===== src/rtl/hycube_arb_pkg.sv =====
`default_nettype none
// ============================================================================
// Module      : hycube_arb_pkg
// Description : Shared constants and index helpers for router output arbiters.
// Revision    : 1.0 - initial release
// ============================================================================
package hycube_arb_pkg;

    localparam int MAX_ARB_INPUTS = 16;

    localparam int DIR_N  = 0;
    localparam int DIR_E  = 1;
    localparam int DIR_S  = 2;
    localparam int DIR_W  = 3;
    localparam int DIR_PE = 4;

    // Explicit compare so non-power-of-two input counts wrap correctly.
    function automatic int unsigned wrap_inc(input int unsigned idx, input int unsigned n);
        return (idx == n - 1) ? 0 : idx + 1;
    endfunction

endpackage
`default_nettype wire


===== src/rtl/rr_output_arbiter_if.sv =====
`default_nettype none
// ============================================================================
// Module      : rr_output_arbiter_if
// Description : Upstream FIFO bank and downstream link bundle for the arbiter.
// Revision    : 1.0 - initial release
// ============================================================================
interface rr_output_arbiter_if #(
    parameter int DATA_WIDTH = 64,
    parameter int NUM_INPUTS = 5,
    parameter int IDX_WIDTH  = $clog2(NUM_INPUTS)
);
    logic [NUM_INPUTS-1:0]                 ia__data_in_valid;
    logic [NUM_INPUTS-1:0][DATA_WIDTH-1:0] ia__data_in;
    logic [NUM_INPUTS-1:0]                 oa__data_in_ready;
    logic [NUM_INPUTS-1:0]                 ia__input_enable;
    logic                                  o__data_out_valid;
    logic [DATA_WIDTH-1:0]                 o__data_out;
    logic [IDX_WIDTH-1:0]                  o__data_out_src;
    logic                                  i__data_out_ready;
    logic                                  i__clear_all;

    modport slave (
        input  ia__data_in_valid, ia__data_in, ia__input_enable,
        input  i__data_out_ready, i__clear_all,
        output oa__data_in_ready, o__data_out_valid, o__data_out, o__data_out_src
    );

    modport master (
        output ia__data_in_valid, ia__data_in, ia__input_enable,
        output i__data_out_ready, i__clear_all,
        input  oa__data_in_ready, o__data_out_valid, o__data_out, o__data_out_src
    );
endinterface
`default_nettype wire


===== src/rtl/rr_priority_picker.sv =====
`default_nettype none
// ============================================================================
// Module      : rr_priority_picker
// Description : Combinational round-robin find-first starting at ptr.
// Revision    : 1.0 - initial release
// ============================================================================
module rr_priority_picker
    import hycube_arb_pkg::*;
#(
    parameter int NUM_INPUTS = 5,
    parameter int IDX_WIDTH  = $clog2(NUM_INPUTS)
) (
    input  wire logic [NUM_INPUTS-1:0] req,
    input  wire logic [IDX_WIDTH-1:0]  ptr,
    output logic                       grant_valid,
    output logic [IDX_WIDTH-1:0]       grant_idx
);

    localparam int c_dbl_w = 2 * NUM_INPUTS;

    logic [c_dbl_w-1:0] w_dbl_req;
    logic [c_dbl_w-1:0] w_masked;
    int                 w_first;

    assign w_dbl_req = {req, req};

    // Lower copy keeps only indices at or above ptr; upper copy supplies the wrap.
    for (genvar j = 0; j < c_dbl_w; j++) begin : g_mask
        if (j >= NUM_INPUTS) begin : g_hi
            assign w_masked[j] = w_dbl_req[j];
        end else begin : g_lo
            assign w_masked[j] = w_dbl_req[j] & (ptr <= IDX_WIDTH'(j));
        end
    end

    always_comb begin
        w_first = 0;
        for (int j = c_dbl_w - 1; j >= 0; j--) begin
            if (w_masked[j]) begin
                w_first = j;
            end
        end
    end

    assign grant_valid = |req;
    assign grant_idx   = (w_first >= NUM_INPUTS) ? IDX_WIDTH'(w_first - NUM_INPUTS)
                                                 : IDX_WIDTH'(w_first);

endmodule
`default_nettype wire


===== src/rtl/rr_output_arbiter.sv =====
`default_nettype none
// ============================================================================
// Module      : rr_output_arbiter
// Description : Round-robin N-to-1 arbiter with a registered output stage.
// Revision    : 1.0 - initial release
// ============================================================================
module rr_output_arbiter
    import hycube_arb_pkg::*;
#(
    parameter int DATA_WIDTH = 64,
    parameter int NUM_INPUTS = 5,
    parameter int IDX_WIDTH  = $clog2(NUM_INPUTS)
) (
    input  wire logic         clk,
    input  wire logic         reset,
    rr_output_arbiter_if.slave bus
);

    logic [IDX_WIDTH-1:0]  r__ptr;
    logic                  r_out_valid;
    logic [DATA_WIDTH-1:0] r_out_data;
    logic [IDX_WIDTH-1:0]  r_out_src;

    logic [NUM_INPUTS-1:0] w_req;
    logic                  w_grant_valid;
    logic [IDX_WIDTH-1:0]  w_grant_idx;
    logic                  w_load;
    logic [NUM_INPUTS-1:0] w_ready;

    assign w_req = bus.ia__data_in_valid & bus.ia__input_enable;

    rr_priority_picker #(
        .NUM_INPUTS (NUM_INPUTS),
        .IDX_WIDTH  (IDX_WIDTH)
    ) u_picker (
        .req         (w_req),
        .ptr         (r__ptr),
        .grant_valid (w_grant_valid),
        .grant_idx   (w_grant_idx)
    );

    assign w_load = (!r_out_valid || bus.i__data_out_ready) && w_grant_valid;

    // Pop is suppressed by flush and reset so no word is lost upstream.
    for (genvar i = 0; i < NUM_INPUTS; i++) begin : g_ready
        assign w_ready[i] = w_load && !bus.i__clear_all && !reset
                            && (w_grant_idx == IDX_WIDTH'(i));
    end

    always_ff @(posedge clk) begin
        if (reset) begin
            r__ptr      <= '0;
            r_out_valid <= 1'b0;
            r_out_data  <= '0;
            r_out_src   <= '0;
        end else if (bus.i__clear_all) begin
            r__ptr      <= '0;
            r_out_valid <= 1'b0;
        end else if (w_load) begin
            r_out_valid <= 1'b1;
            r_out_data  <= bus.ia__data_in[w_grant_idx];
            r_out_src   <= w_grant_idx;
            r__ptr      <= IDX_WIDTH'(wrap_inc(32'(w_grant_idx), NUM_INPUTS));
        end else if (r_out_valid && bus.i__data_out_ready) begin
            r_out_valid <= 1'b0;
        end
    end

    assign bus.oa__data_in_ready = w_ready;
    assign bus.o__data_out_valid = r_out_valid;
    assign bus.o__data_out       = r_out_data;
    assign bus.o__data_out_src   = r_out_src;

endmodule
`default_nettype wire


===== src/flat_wrapper.sv =====
// flat-port wrapper written by rule: the top's interface ports become plain ports
module rr_output_arbiter_flat import hycube_arb_pkg::*;
#(
    parameter int DATA_WIDTH = 64,
    parameter int NUM_INPUTS = 5,
    parameter int IDX_WIDTH  = $clog2(NUM_INPUTS)
)
  (clk, reset, bus_ia__data_in_valid, bus_ia__data_in, bus_ia__input_enable, bus_i__data_out_ready, bus_i__clear_all, bus_oa__data_in_ready, bus_o__data_out_valid, bus_o__data_out, bus_o__data_out_src);
  rr_output_arbiter_if #(.DATA_WIDTH(DATA_WIDTH), .NUM_INPUTS(NUM_INPUTS), .IDX_WIDTH(IDX_WIDTH)) bus_i ();
  input  wire logic clk;
  input  wire logic reset;
  input wire logic [$bits(bus_i.ia__data_in_valid)-1:0] bus_ia__data_in_valid;
  input wire logic [$bits(bus_i.ia__data_in)-1:0] bus_ia__data_in;
  input wire logic [$bits(bus_i.ia__input_enable)-1:0] bus_ia__input_enable;
  input wire logic [$bits(bus_i.i__data_out_ready)-1:0] bus_i__data_out_ready;
  input wire logic [$bits(bus_i.i__clear_all)-1:0] bus_i__clear_all;
  output wire logic [$bits(bus_i.oa__data_in_ready)-1:0] bus_oa__data_in_ready;
  output wire logic [$bits(bus_i.o__data_out_valid)-1:0] bus_o__data_out_valid;
  output wire logic [$bits(bus_i.o__data_out)-1:0] bus_o__data_out;
  output wire logic [$bits(bus_i.o__data_out_src)-1:0] bus_o__data_out_src;
  assign bus_i.ia__data_in_valid = bus_ia__data_in_valid;
  assign bus_i.ia__data_in = bus_ia__data_in;
  assign bus_i.ia__input_enable = bus_ia__input_enable;
  assign bus_i.i__data_out_ready = bus_i__data_out_ready;
  assign bus_i.i__clear_all = bus_i__clear_all;
  assign bus_oa__data_in_ready = bus_i.oa__data_in_ready;
  assign bus_o__data_out_valid = bus_i.o__data_out_valid;
  assign bus_o__data_out = bus_i.o__data_out;
  assign bus_o__data_out_src = bus_i.o__data_out_src;
  rr_output_arbiter #(.DATA_WIDTH(DATA_WIDTH), .NUM_INPUTS(NUM_INPUTS), .IDX_WIDTH(IDX_WIDTH)) u_core (.clk(clk), .reset(reset), .bus(bus_i));
endmodule

===== config.mk =====
export PLATFORM = sky130hd
export DESIGN_NAME = rr_output_arbiter_flat
export DESIGN_NICKNAME = d
export VERILOG_FILES = /design/src/rtl/hycube_arb_pkg.sv /design/src/rtl/rr_output_arbiter_if.sv /design/src/rtl/rr_priority_picker.sv /design/src/rtl/rr_output_arbiter.sv /design/src/flat_wrapper.sv
export SDC_FILE = /design/constraint.sdc
export NUM_CORES = 1
export LEC_CHECK = 0
export CORE_AREA = 4 4 158 160
export CTS_BUF_LIST = sky130_fd_sc_hd__clkbuf_4 sky130_fd_sc_hd__clkbuf_8 sky130_fd_sc_hd__clkbuf_16
export CTS_CLUSTER_SIZE = 14
export DETAILED_ROUTE_END_ITERATION = 6
export DIE_AREA = 0 0 162 164
export SYNTH_ARGS = -nofsm -noshare
export SYNTH_HDL_FRONTEND = slang
export SYNTH_SLANG_ARGS = --single-unit

===== constraint.sdc =====
create_clock -name clk -period 17.5 [get_ports clk]
set_input_delay 5.25 -clock clk [delete_from_list [all_inputs] [get_ports clk]]
set_output_delay 5.25 -clock clk [all_outputs]
set_load 0.02 [all_outputs]

==> impl_metrics.py, run 1 <==
metrics = {
    "run_status": {
        "status": "complete, no violations",
    },
    "sta": {
        "relSlewSlack_pct": 17.27,
        "hold_slack_ns": 0.4941,
        "fin_skew_ns": 0.006690,
        "slew_violations": 0,
        "rsz0062_at_grt": "false",
        "fmaxAchievable_mhz": 69.45,
        "finalCriticalPeriod_ns": 14.40,
        "period_share_pct": 82.27,
        "worstMarginPinSlew_ns": 1.236,
        "finalSetupTns_ns": 0,
        "final_hold_viol_count": 0,
        "setup_viol": 0,
    },
    "synth": {
        "yosys_register_bits": 71,
        "synth_area_leaders": "dfxtp_1 (26%), mux2_2 (9.9%), a311oi_1 (7.7%)",
        "yosysSeqAreaShare_pct": 26.50,
        "synth_area_um2": 5364,
        "yosysTopAreaCell": "dfxtp_1",
        "avgSynthCellArea_um2": 8.342,
        "synth-edff-count": 0,
        "netlist.area_leader.share_pct": 26.50,
        "yosysWarnings": 0,
        "synthFlopType": "dfxtp_1",
        "synthTopCellsByCount": "nand2_1 (100), dfxtp_1 (71), nor2_1 (54), a311oi_1 (47), mux2_2 (47)",
        "synthArstFlopShare_pct": 0,
        "synth_cells": 643,
        "yosysUniqueCellTypes": 46,
        "yosysMostFrequentCell": "nand2_1",
        "syn_nets": 979,
    },
    "clock_tree": {
        "ctsHoldBuffers": 0,
        "cts_tree": "built",
        "clockRootBuffer": "clkbuf_16",
        "htree_levels": 3,
        "clkTransAtPathRegs_ns": 0.06,
        "clk_path_buf_depth": 2,
        "post_cts_resized": 0,
        "cts_sinks": 71,
        "clk_latency_ns": 0.34,
        "cts_made_buffers": 9,
        "post_cts_buffers": 0,
    },
    "setup_path": {
        "critPathSlowestCell": "clkdlybuf4s50_1",
        "critPathLaunchType": "primary input",
        "cp-end-kind": "primary output",
        "crit_type": "primary input to primary output",
        "worstPathCellList": "clkdlybuf4s50_1 > or4bb_1 > or2_1 > o211ai_4 > inv_1 > ha_1 > nand2b_1 > o2111ai_4 > mux2i_4 > buf_4 > nor3_1 > clkdlybuf4s50_1",
        "cp_top_family": "buffers and inverters",
        "crit_required_ns": 12.25,
        "worstPathArrival_ns": 9.15,
        "regToRegSetupSlack_ns": 13.25,
        "cp_slowest_stage_delay_ns": 0.57,
        "worst-path-max-fanout": 36,
        "cp.buffers_inverters": 4,
        "path_common_cell": "clkdlybuf4s50_1",
    },
    "placement": {
        "io_buffers": 406,
        "gp_congestion": 0.9028,
        "post_dp_cell_area_um2": 9634,
        "dpl.hpwl_um": 19710,
    },
    "detailed_routing": {
        "first_pass_iters": 4,
        "wl_per_cell_um": 19.44,
        "final_antenna_net_count": 0,
        "finalWirelength_um": 25870,
        "drtIter0Drc": 329,
        "drc": 0,
        "via_per_inst": 4.864,
        "vias": 6474,
    },
    "floorplanning": {
        "rows": 56,
        "start_util_pct": 22.92,
        "die_y_um": 164,
        "fp.dieArea_um2": 26570,
        "ios": 407,
        "die_w_um": 162,
        "coreArea_um2": 23400,
    },
    "job": {
        "maxCapViolations": 0,
    },
    "global_route": {
        "grt_pass1_wl_um": 37960,
        "track_usage_pct": 18.22,
        "grt_pass1_vias": 6489,
        "grt_max_degree": 96,
        "globalRoute.totalOverflow": 0,
        "antenna_found_initial": 0,
    },
    "final_layout": {
        "nets": 1342,
        "post-route-util_pct": 42.40,
        "syn2layout_area_growth_pct": 84.98,
        "drive_gt1_share_pct": 8.704,
        "finalInstanceArea_um2": 9922,
        "fillers": 2380,
    },
    "power_and_ir_drop": {
        "p_per_area_nw_per_um2": 83.37,
        "ir_worst_vdd_mv": 0.04684,
        "leakagePower_nw": 3.703,
    },
    "hold_path": {
        "hold_class": "register to register",
    },
}
## state kept, by name, summed over array words and instances, names as in the netlist
register                      cells
u_core.bus.o__data_out           64
u_core.bus.o__data_out_valid      1
u_core.r__ptr                     3
u_core.bus.o__data_out_src        3
## area by class of cell
cell class,count,area (um2),share of cell area [%]
diodes,1,2.502,0.02522
clock buffers,11,252.7,2.547
clock inverters,5,32.53,0.3279
inverters,2,7.507,0.07566
multi-input cells,504,3657,36.86
flip-flops and latches,71,1421,14.33
well taps,319,399.1,4.023
repair buffers,418,4149,41.82
## power breakdown
part | internal, W | switching, W
Sequential | 0.000184 | 0.0000113
Clock | 0.000103 | 0.0000756
Combinational | 0.000217 | 0.000235
## cell usage in the layout, fill, tap and decap left out, types with 2 or more instances in the layout
master           synthesis  final
and2_1                  22     22
clkdlybuf4s50_1          0    405
nor2_1                  54     54
nand2_1                100    100
dfxtp_1                 71     71
a211oi_1                 3      3
mux2_2                  47     47
nand3_1                  3      3
nor2b_4                  0      2
clkinv_2                 0      2
mux2i_4                  1      3
buf_4                   10     12
nand2b_1                 3      3
a21oi_1                  2      2
clkbuf_8                 0      2
a21o_1                  45     45
inv_1                    2      2
ha_1                     2      2
xnor2_1                  2      2
mux2i_1                 41     39
o21ai_0                  2      2
a222oi_1                 2      2
clkinvlp_4               0      3
a32oi_1                 46     46
a311oi_1                47     47
nor3_1                  42     42
a2111o_1                19     19
clkbuf_16                0      9
## per-stage QoR
stage	std cells	setup WS (ns)	power, W
floorplan	643	4.334	0.0004702
global placement	1314	3.138	0.0006569
detailed placement	1314	3.094	0.0006569
CTS	1330	3.082	0.0008428
global route	1330	2.863	0.0008804
finish	1331	3.102	0.0008272
## worst paths after layout
| kind | cells past startpoint | startpoint | end |
|---|---|---|---|
| worst max-delay path | 12 | bus_ia__input_enable[0] | bus_oa__data_in_ready[0] |
| worst min-delay path | 2 | u_core.bus.o__data_out[39]$_SDFFE_PP0P_ | u_core.bus.o__data_out[39]$_SDFFE_PP0P_ |
| worst max register to register | 12 | u_core.r__ptr[2]$_SDFFE_PP0P_ | u_core.bus.o__data_out[59]$_SDFFE_PP0P_ |
| worst min register to register | 2 | u_core.bus.o__data_out[39]$_SDFFE_PP0P_ | u_core.bus.o__data_out[39]$_SDFFE_PP0P_ |
## metal layers
layer	GRT usage [%]	part of all wire (%)
met5	0	0
met3	4.592	7.1
met1	22.23	41
met4	5.190	2.0
met2	31.85	50
## cell families (layout without fill, tap and decap cells)
group | Yosys count | in the layout | share of synthesized area [%]
buf+inv | 68 | 436 | 6.158
xor+xnor | 3 | 3 | 0.4899
compound gates | 176 | 176 | 28.99
mux | 90 | 90 | 18.19
simple gates | 233 | 233 | 19.20
other cells | 0 | 1 | 0
fa+ha+maj | 2 | 2 | 0.4665
flops | 71 | 71 | 26.50
## worst reg2reg max path, delay by kind of cell, from the launching register on
family	cells	cell delay (ns)
simple gates	3	0.99
compound gates	4	0.97
mux	2	0.84
buf+inv	2	0.72
flops	1	0.37
fa+ha+maj	1	0.19
Note: power is estimated with default switching activity, not from simulation.
==> run 2: changes to the inputs <==
clock period = 12.7 ns   (was 17.5 ns; I/O delays follow)
==> run 2 against run 1 <==
  * Non-clock buffer count up 3
  * Via count down 0.11%
  * Worst hold slack worse by 0.0012 ns
  * Highest routed layer unchanged
  * Critical path type unchanged
  * Core utilization up 0.29 points
  * Die area unchanged
  * Final cell count up 0.15%
  * Largest power group unchanged
  * Sequential share of layout area down 0.097 points
  * Cell area up 0.68%
==> impl_metrics.py, run 2 (synthesis gave the netlist of run 1 again) <==
metrics = {
    "run_status": {
        "status": "complete, no violations",
    },
    "floorplanning": {
        "coreArea_um2": 23400,
        "die_w_um": 162,
        "die_y_um": 164,
        "fp.dieArea_um2": 26570,
        "rows": 56,
        "start_util_pct": 22.92,
        "ios": 407,
    },
    "setup_path": {
        "path_common_cell": "clkdlybuf4s50_1",
        "crit_required_ns": 8.89,
        "critPathSlowestCell": "clkdlybuf4s50_1",
        "worstPathArrival_ns": 7.48,
        "worstPathCellList": "clkdlybuf4s50_1 > or4bb_1 > or2_1 > o211ai_4 > inv_1 > ha_1 > nand2b_1 > o2111ai_4 > nand2_1 > mux2i_4 > nor3b_2 > clkdlybuf4s50_1",
        "crit_type": "primary input to primary output",
        "critPathLaunchType": "primary input",
        "cp_slowest_stage_delay_ns": 0.71,
        "cp-end-kind": "primary output",
        "worst-path-max-fanout": 9,
    },
    "final_layout": {
        "syn2layout_area_growth_pct": 86.24,
        "regArea_um2": 1421,
        "multi_input_area_um2": 3657,
        "nets": 1345,
        "drive_gt1_share_pct": 8.974,
        "fillers": 2380,
        "antenna_cells": 0,
        "largest_reg_flops": 64,
        "final_cell_mix": "clkdlybuf4s50_1 (405), nand2_1 (100), dfxtp_1 (71)",
        "layout_commonest_cell": "clkdlybuf4s50_1",
    },
    "sta": {
        "slew_violations": 0,
        "hold_slack_ns": 0.4930,
        "setup_viol": 0,
        "rsz0062_at_grt": "false",
        "fmaxAchievable_mhz": 88.61,
        "finalSetupTns_ns": 0,
        "finalCriticalPeriod_ns": 11.29,
        "period_share_pct": 88.86,
        "relSlewSlack_pct": 22.48,
        "fin_skew_ns": 0.01292,
        "final_hold_viol_count": 0,
        "worstMarginPinSlew_ns": 1.159,
    },
    "placement": {
        "gp_congestion": 0.8466,
        "dpl.hpwl_um": 19920,
        "io_buffers": 406,
    },
    "detailed_routing": {
        "wl_per_cell_um": 19.48,
        "first_pass_iters": 5,
        "finalWirelength_um": 25960,
        "drtIter0Drc": 359,
        "via_per_inst": 4.851,
        "vias": 6467,
        "drc": 0,
        "final_antenna_net_count": 0,
    },
    "power_and_ir_drop": {
        "ir_worst_vdd_mv": 0.06843,
        "netSwitchingFraction_pct": 37.53,
        "internal_power_w": 0.0007429,
        "leakagePower_nw": 3.751,
        "p_comb_share_pct": 52.9,
        "p_per_area_nw_per_um2": 119.0,
        "switchingPower_w": 0.0004463,
        "clkPwrFrac_pct": 24.4,
        "seq_power_share_pct": 22.7,
    },
    "clock_tree": {
        "ctsHoldBuffers": 0,
        "clk_latency_ns": 0.34,
        "post_cts_buffers": 0,
        "post_cts_resized": 0,
        "cts_made_buffers": 9,
        "cts_tree": "built",
        "clkTransAtPathRegs_ns": 0.06,
        "clockRootBuffer": "clkbuf_16",
        "cts_sinks": 71,
        "htree_levels": 3,
        "clk_path_buf_depth": 2,
    },
    "global_route": {
        "grt_pass1_vias": 6443,
        "globalRoute.totalOverflow": 0,
        "track_usage_pct": 18.09,
        "grt_max_degree": 65,
        "antenna_found_initial": 0,
        "grt_pass1_wl_um": 37430,
    },
    "job": {
        "maxCapViolations": 0,
    },
    "hold_path": {
        "hold_class": "register to register",
    },
}
[run 2: cell types whose count changed in the layout (fill, tap and decap cells not counted), sizes merged]
cell	change
clkbuf	+2
buf	+3
clkinv	-1
bufinv	+2
clkinvlp	-3
diode	-1
[run 2: layout make-up]
cell class,count,area share (%)
well taps,319,3.995
flip-flops and latches,71,14.23
clock buffers,13,2.680
clock inverters,3,0.6513
multi-input cells,504,36.61
repair buffers,421,41.76
inverters,2,0.07515
[run 2: critical path, delay by kind of cell]
family                   cells  cell delay [ns]
buffers and inverters        3             1.34
AND/OR/NAND/NOR              5             1.47
AO/OA/AOI/OAI                2             0.50
multiplexers                 1             0.17
adder cells (fa/ha/maj)      1             0.19
[run 2: power groups by stage]
| stage | Sequential (W) | Combinational, W | Clock, W |
|---|---|---|---|
| 2_1_floorplan | 0.000309 | 0.000338 | 0 |
| 3_3_place_gp | 0.000274 | 0.000634 | 0 |
| 3_5_place_dp | 0.000274 | 0.000634 | 0 |
| 4_1_cts | 0.000270 | 0.000637 | 0.000300 |
| 5_1_grt | 0.000274 | 0.000677 | 0.000311 |
| 6_report | 0.000270 | 0.000629 | 0.000290 |
[run 2: per-layer routing]
metal,track usage [%],vias up,routed length (um)
met5,0,-,0
li1,-,3183,-
met4,4.691,0,390
met2,31.47,242,12860
met3,3.639,21,1590
met1,22.96,3021,11130
[run 2: per-stage QoR]
step	utilization [%]	worst slack (ns)	std cells	instance area, um2	total power, W
floorplan	-	2.414	643	5364	0.0006479
global placement	41.26	1.454	1317	9657	0.0009079
detailed placement	41.26	1.417	1317	9657	0.0009082
CTS	42.69	1.413	1333	9990	0.001207
global route	42.69	1.265	1333	9990	0.001262
finish	42.69	1.415	1333	9990	0.001189
[run 2: path summary, 6_finish.rpt]
path                                                start                                 endpoint  depth (start not counted)  slack (ns)
setup reg to reg            u_core.r__ptr[2]$_SDFFE_PP0P_  u_core.bus.o__data_out[59]$_SDFFE_PP0P_                         13        7.79
setup / recovery                  bus_ia__input_enable[0]                 bus_oa__data_in_ready[4]                         12        1.41
hold / removal    u_core.bus.o__data_out[39]$_SDFFE_PP0P_  u_core.bus.o__data_out[39]$_SDFFE_PP0P_                          2        0.49
hold reg to reg   u_core.bus.o__data_out[39]$_SDFFE_PP0P_  u_core.bus.o__data_out[39]$_SDFFE_PP0P_                          2        0.49
==> run 3: changes to the inputs <==
CORE_AREA = 2 2 156 158   (was 4 4 158 160)
DIE_AREA = 0 0 158 160   (was 0 0 162 164)
==> run 3 against run 2 <==
  * Global-route usage grew 0.60 points
  * Worst setup slack lost 0.051 ns
  * Sequential power is essentially flat
  * First-iteration DRC count shrank 3.6%
  * Largest cell class unchanged
  * Largest power group unchanged
==> impl_metrics.py, run 3 (synthesis gave the netlist of run 1 again) <==
metrics = {
    "hold_path": {
        "hold_class": "register to register",
        "min_from": "u_core.bus.o__data_out[34]$_SDFFE_PP0P_",
    },
    "global_route": {
        "antenna_found_initial": 0,
        "grt_pass1_vias": 6351,
        "grt_max_degree": 96,
        "track_usage_pct": 18.70,
        "globalRoute.totalOverflow": 0,
        "grt_pass1_wl_um": 36300,
    },
    "placement": {
        "dpl.hpwl_um": 18570,
        "place_inst": 1320,
        "io_buffers": 406,
        "gp_congestion": 0.8351,
        "dp_slack_ns": 1.372,
    },
    "power_and_ir_drop": {
        "leakagePower_nw": 3.728,
        "ir_worst_vdd_mv": 0.06170,
        "p_per_area_nw_per_um2": 116.3,
    },
    "final_layout": {
        "drive_gt1_share_pct": 8.794,
        "fillers": 2461,
        "nets": 1343,
        "fin_cells": 1336,
        "post-route-util_pct": 41.76,
        "largest_reg_flops": 64,
        "syn2layout_area_growth_pct": 85.44,
        "layout_commonest_cell": "clkdlybuf4s50_1",
        "antenna_cells": 0,
        "final_cell_mix": "clkdlybuf4s50_1 (405), nand2_1 (100), dfxtp_1 (71)",
    },
    "setup_path": {
        "cp-end-kind": "primary output",
        "critPathLaunchType": "primary input",
        "crit_required_ns": 8.89,
        "worst-path-max-fanout": 20,
        "startpoint": "bus_ia__input_enable[0]",
        "r2r_start": "u_core.r__ptr[2]$_SDFFE_PP0P_",
        "worstPathArrival_ns": 7.53,
        "crit_type": "primary input to primary output",
    },
    "run_status": {
        "status": "complete, no violations",
    },
    "clock_tree": {
        "cts_sinks": 71,
        "clkTransAtPathRegs_ns": 0.06,
        "htree_levels": 3,
        "cts_made_buffers": 9,
        "clk_path_buf_depth": 2,
        "ctsHoldBuffers": 0,
        "clk_latency_ns": 0.34,
        "post_cts_resized": 0,
        "clockRootBuffer": "clkbuf_16",
        "post_cts_buffers": 0,
        "cts_tree": "built",
    },
    "floorplanning": {
        "die_y_um": 160,
        "start_util_pct": 22.52,
        "ios": 407,
        "coreArea_um2": 23820,
        "die_w_um": 158,
        "rows": 57,
        "fp.dieArea_um2": 25280,
    },
    "sta": {
        "rsz0062_at_grt": "false",
        "fmaxAchievable_mhz": 88.21,
        "finalSetupTns_ns": 0,
        "slew_violations": 0,
        "period_share_pct": 89.26,
        "final_hold_viol_count": 0,
        "final.setup.worst_slack_ns": 1.363,
        "relSlewSlack_pct": 34.17,
        "fin_skew_ns": 0.009377,
        "setup_viol": 0,
        "worstMarginPinSlew_ns": 0.9874,
        "finalCriticalPeriod_ns": 11.34,
    },
    "job": {
        "maxCapViolations": 0,
    },
    "detailed_routing": {
        "final_antenna_net_count": 0,
        "drc": 0,
        "finalWirelength_um": 24680,
        "drtIter0Drc": 346,
        "wl_per_cell_um": 18.47,
        "first_pass_iters": 5,
        "vias": 6357,
        "via_per_inst": 4.758,
    },
}
run 3: changes by cell type in the layout (fill, tap and decap cells not counted), sizes merged:
cell	change
clkbuf	-1
buf	-2
bufinv	-1
clkinv	+2
run 3: report_power, final:
part | total [W] | internal, W | switching [W]
sequential | 0.000270 | 0.000254 | 0.0000156
clock | 0.000263 | 0.000161 | 0.000102
combinational | 0.000624 | 0.000300 | 0.000325
run 3: through the flow:
stage / total power (W) / instance area (um2) / hold slack, ns
2_1_floorplan: 0.0006479 / 5364 / 0.5021
3_3_place_gp: 0.0009049 / 9648 / 0.4730
3_5_place_dp: 0.0009067 / 9648 / 0.4902
4_1_cts: 0.001178 / 9947 / 0.4984
5_1_grt: 0.001227 / 9947 / 0.5188
6_report: 0.001157 / 9947 / 0.4955
run 3: area by class of cell:
class	count	area, um2	area share (%)
timing repair buffer	419	4156	41.79
multi-input combinational	504	3657	36.77
sequential	71	1421	14.29
tap	324	405.4	4.075
clock buffer	12	254.0	2.553
clock inverter	4	45.04	0.4528
inverter	2	7.507	0.07547
run 3: metal layers:
layer,up-vias,wire (um),GRT usage [%]
li1,3181,-,-
met1,2955,10430,23.14
met2,196,12340,32.37
met3,25,1442,3.501
met4,0,466,6.224
met5,-,0,0
run 3: worst max-delay path, cell delays in order:
cell,delay [ns]
clkdlybuf4s50_1,0.52
or4bb_1,0.52
or2_1,0.28
o211ai_4,0.22
inv_1,0.09
ha_1,0.19
nand2b_1,0.18
o2111ai_4,0.28
nand2_1,0.13
mux2i_4,0.18
nor3b_2,0.17
buf_4,0.28
clkdlybuf4s50_1,0.66
run 3: final timing paths:
path	cells past startpoint	slack [ns]	to
max	13	1.36	bus_oa__data_in_ready[4]
min	2	0.50	u_core.bus.o__data_out[34]$_SDFFE_PP0P_
max reg2reg	13	7.85	u_core.bus.o__data_out[27]$_SDFFE_PP0P_
min reg2reg	2	0.50	u_core.bus.o__data_out[34]$_SDFFE_PP0P_
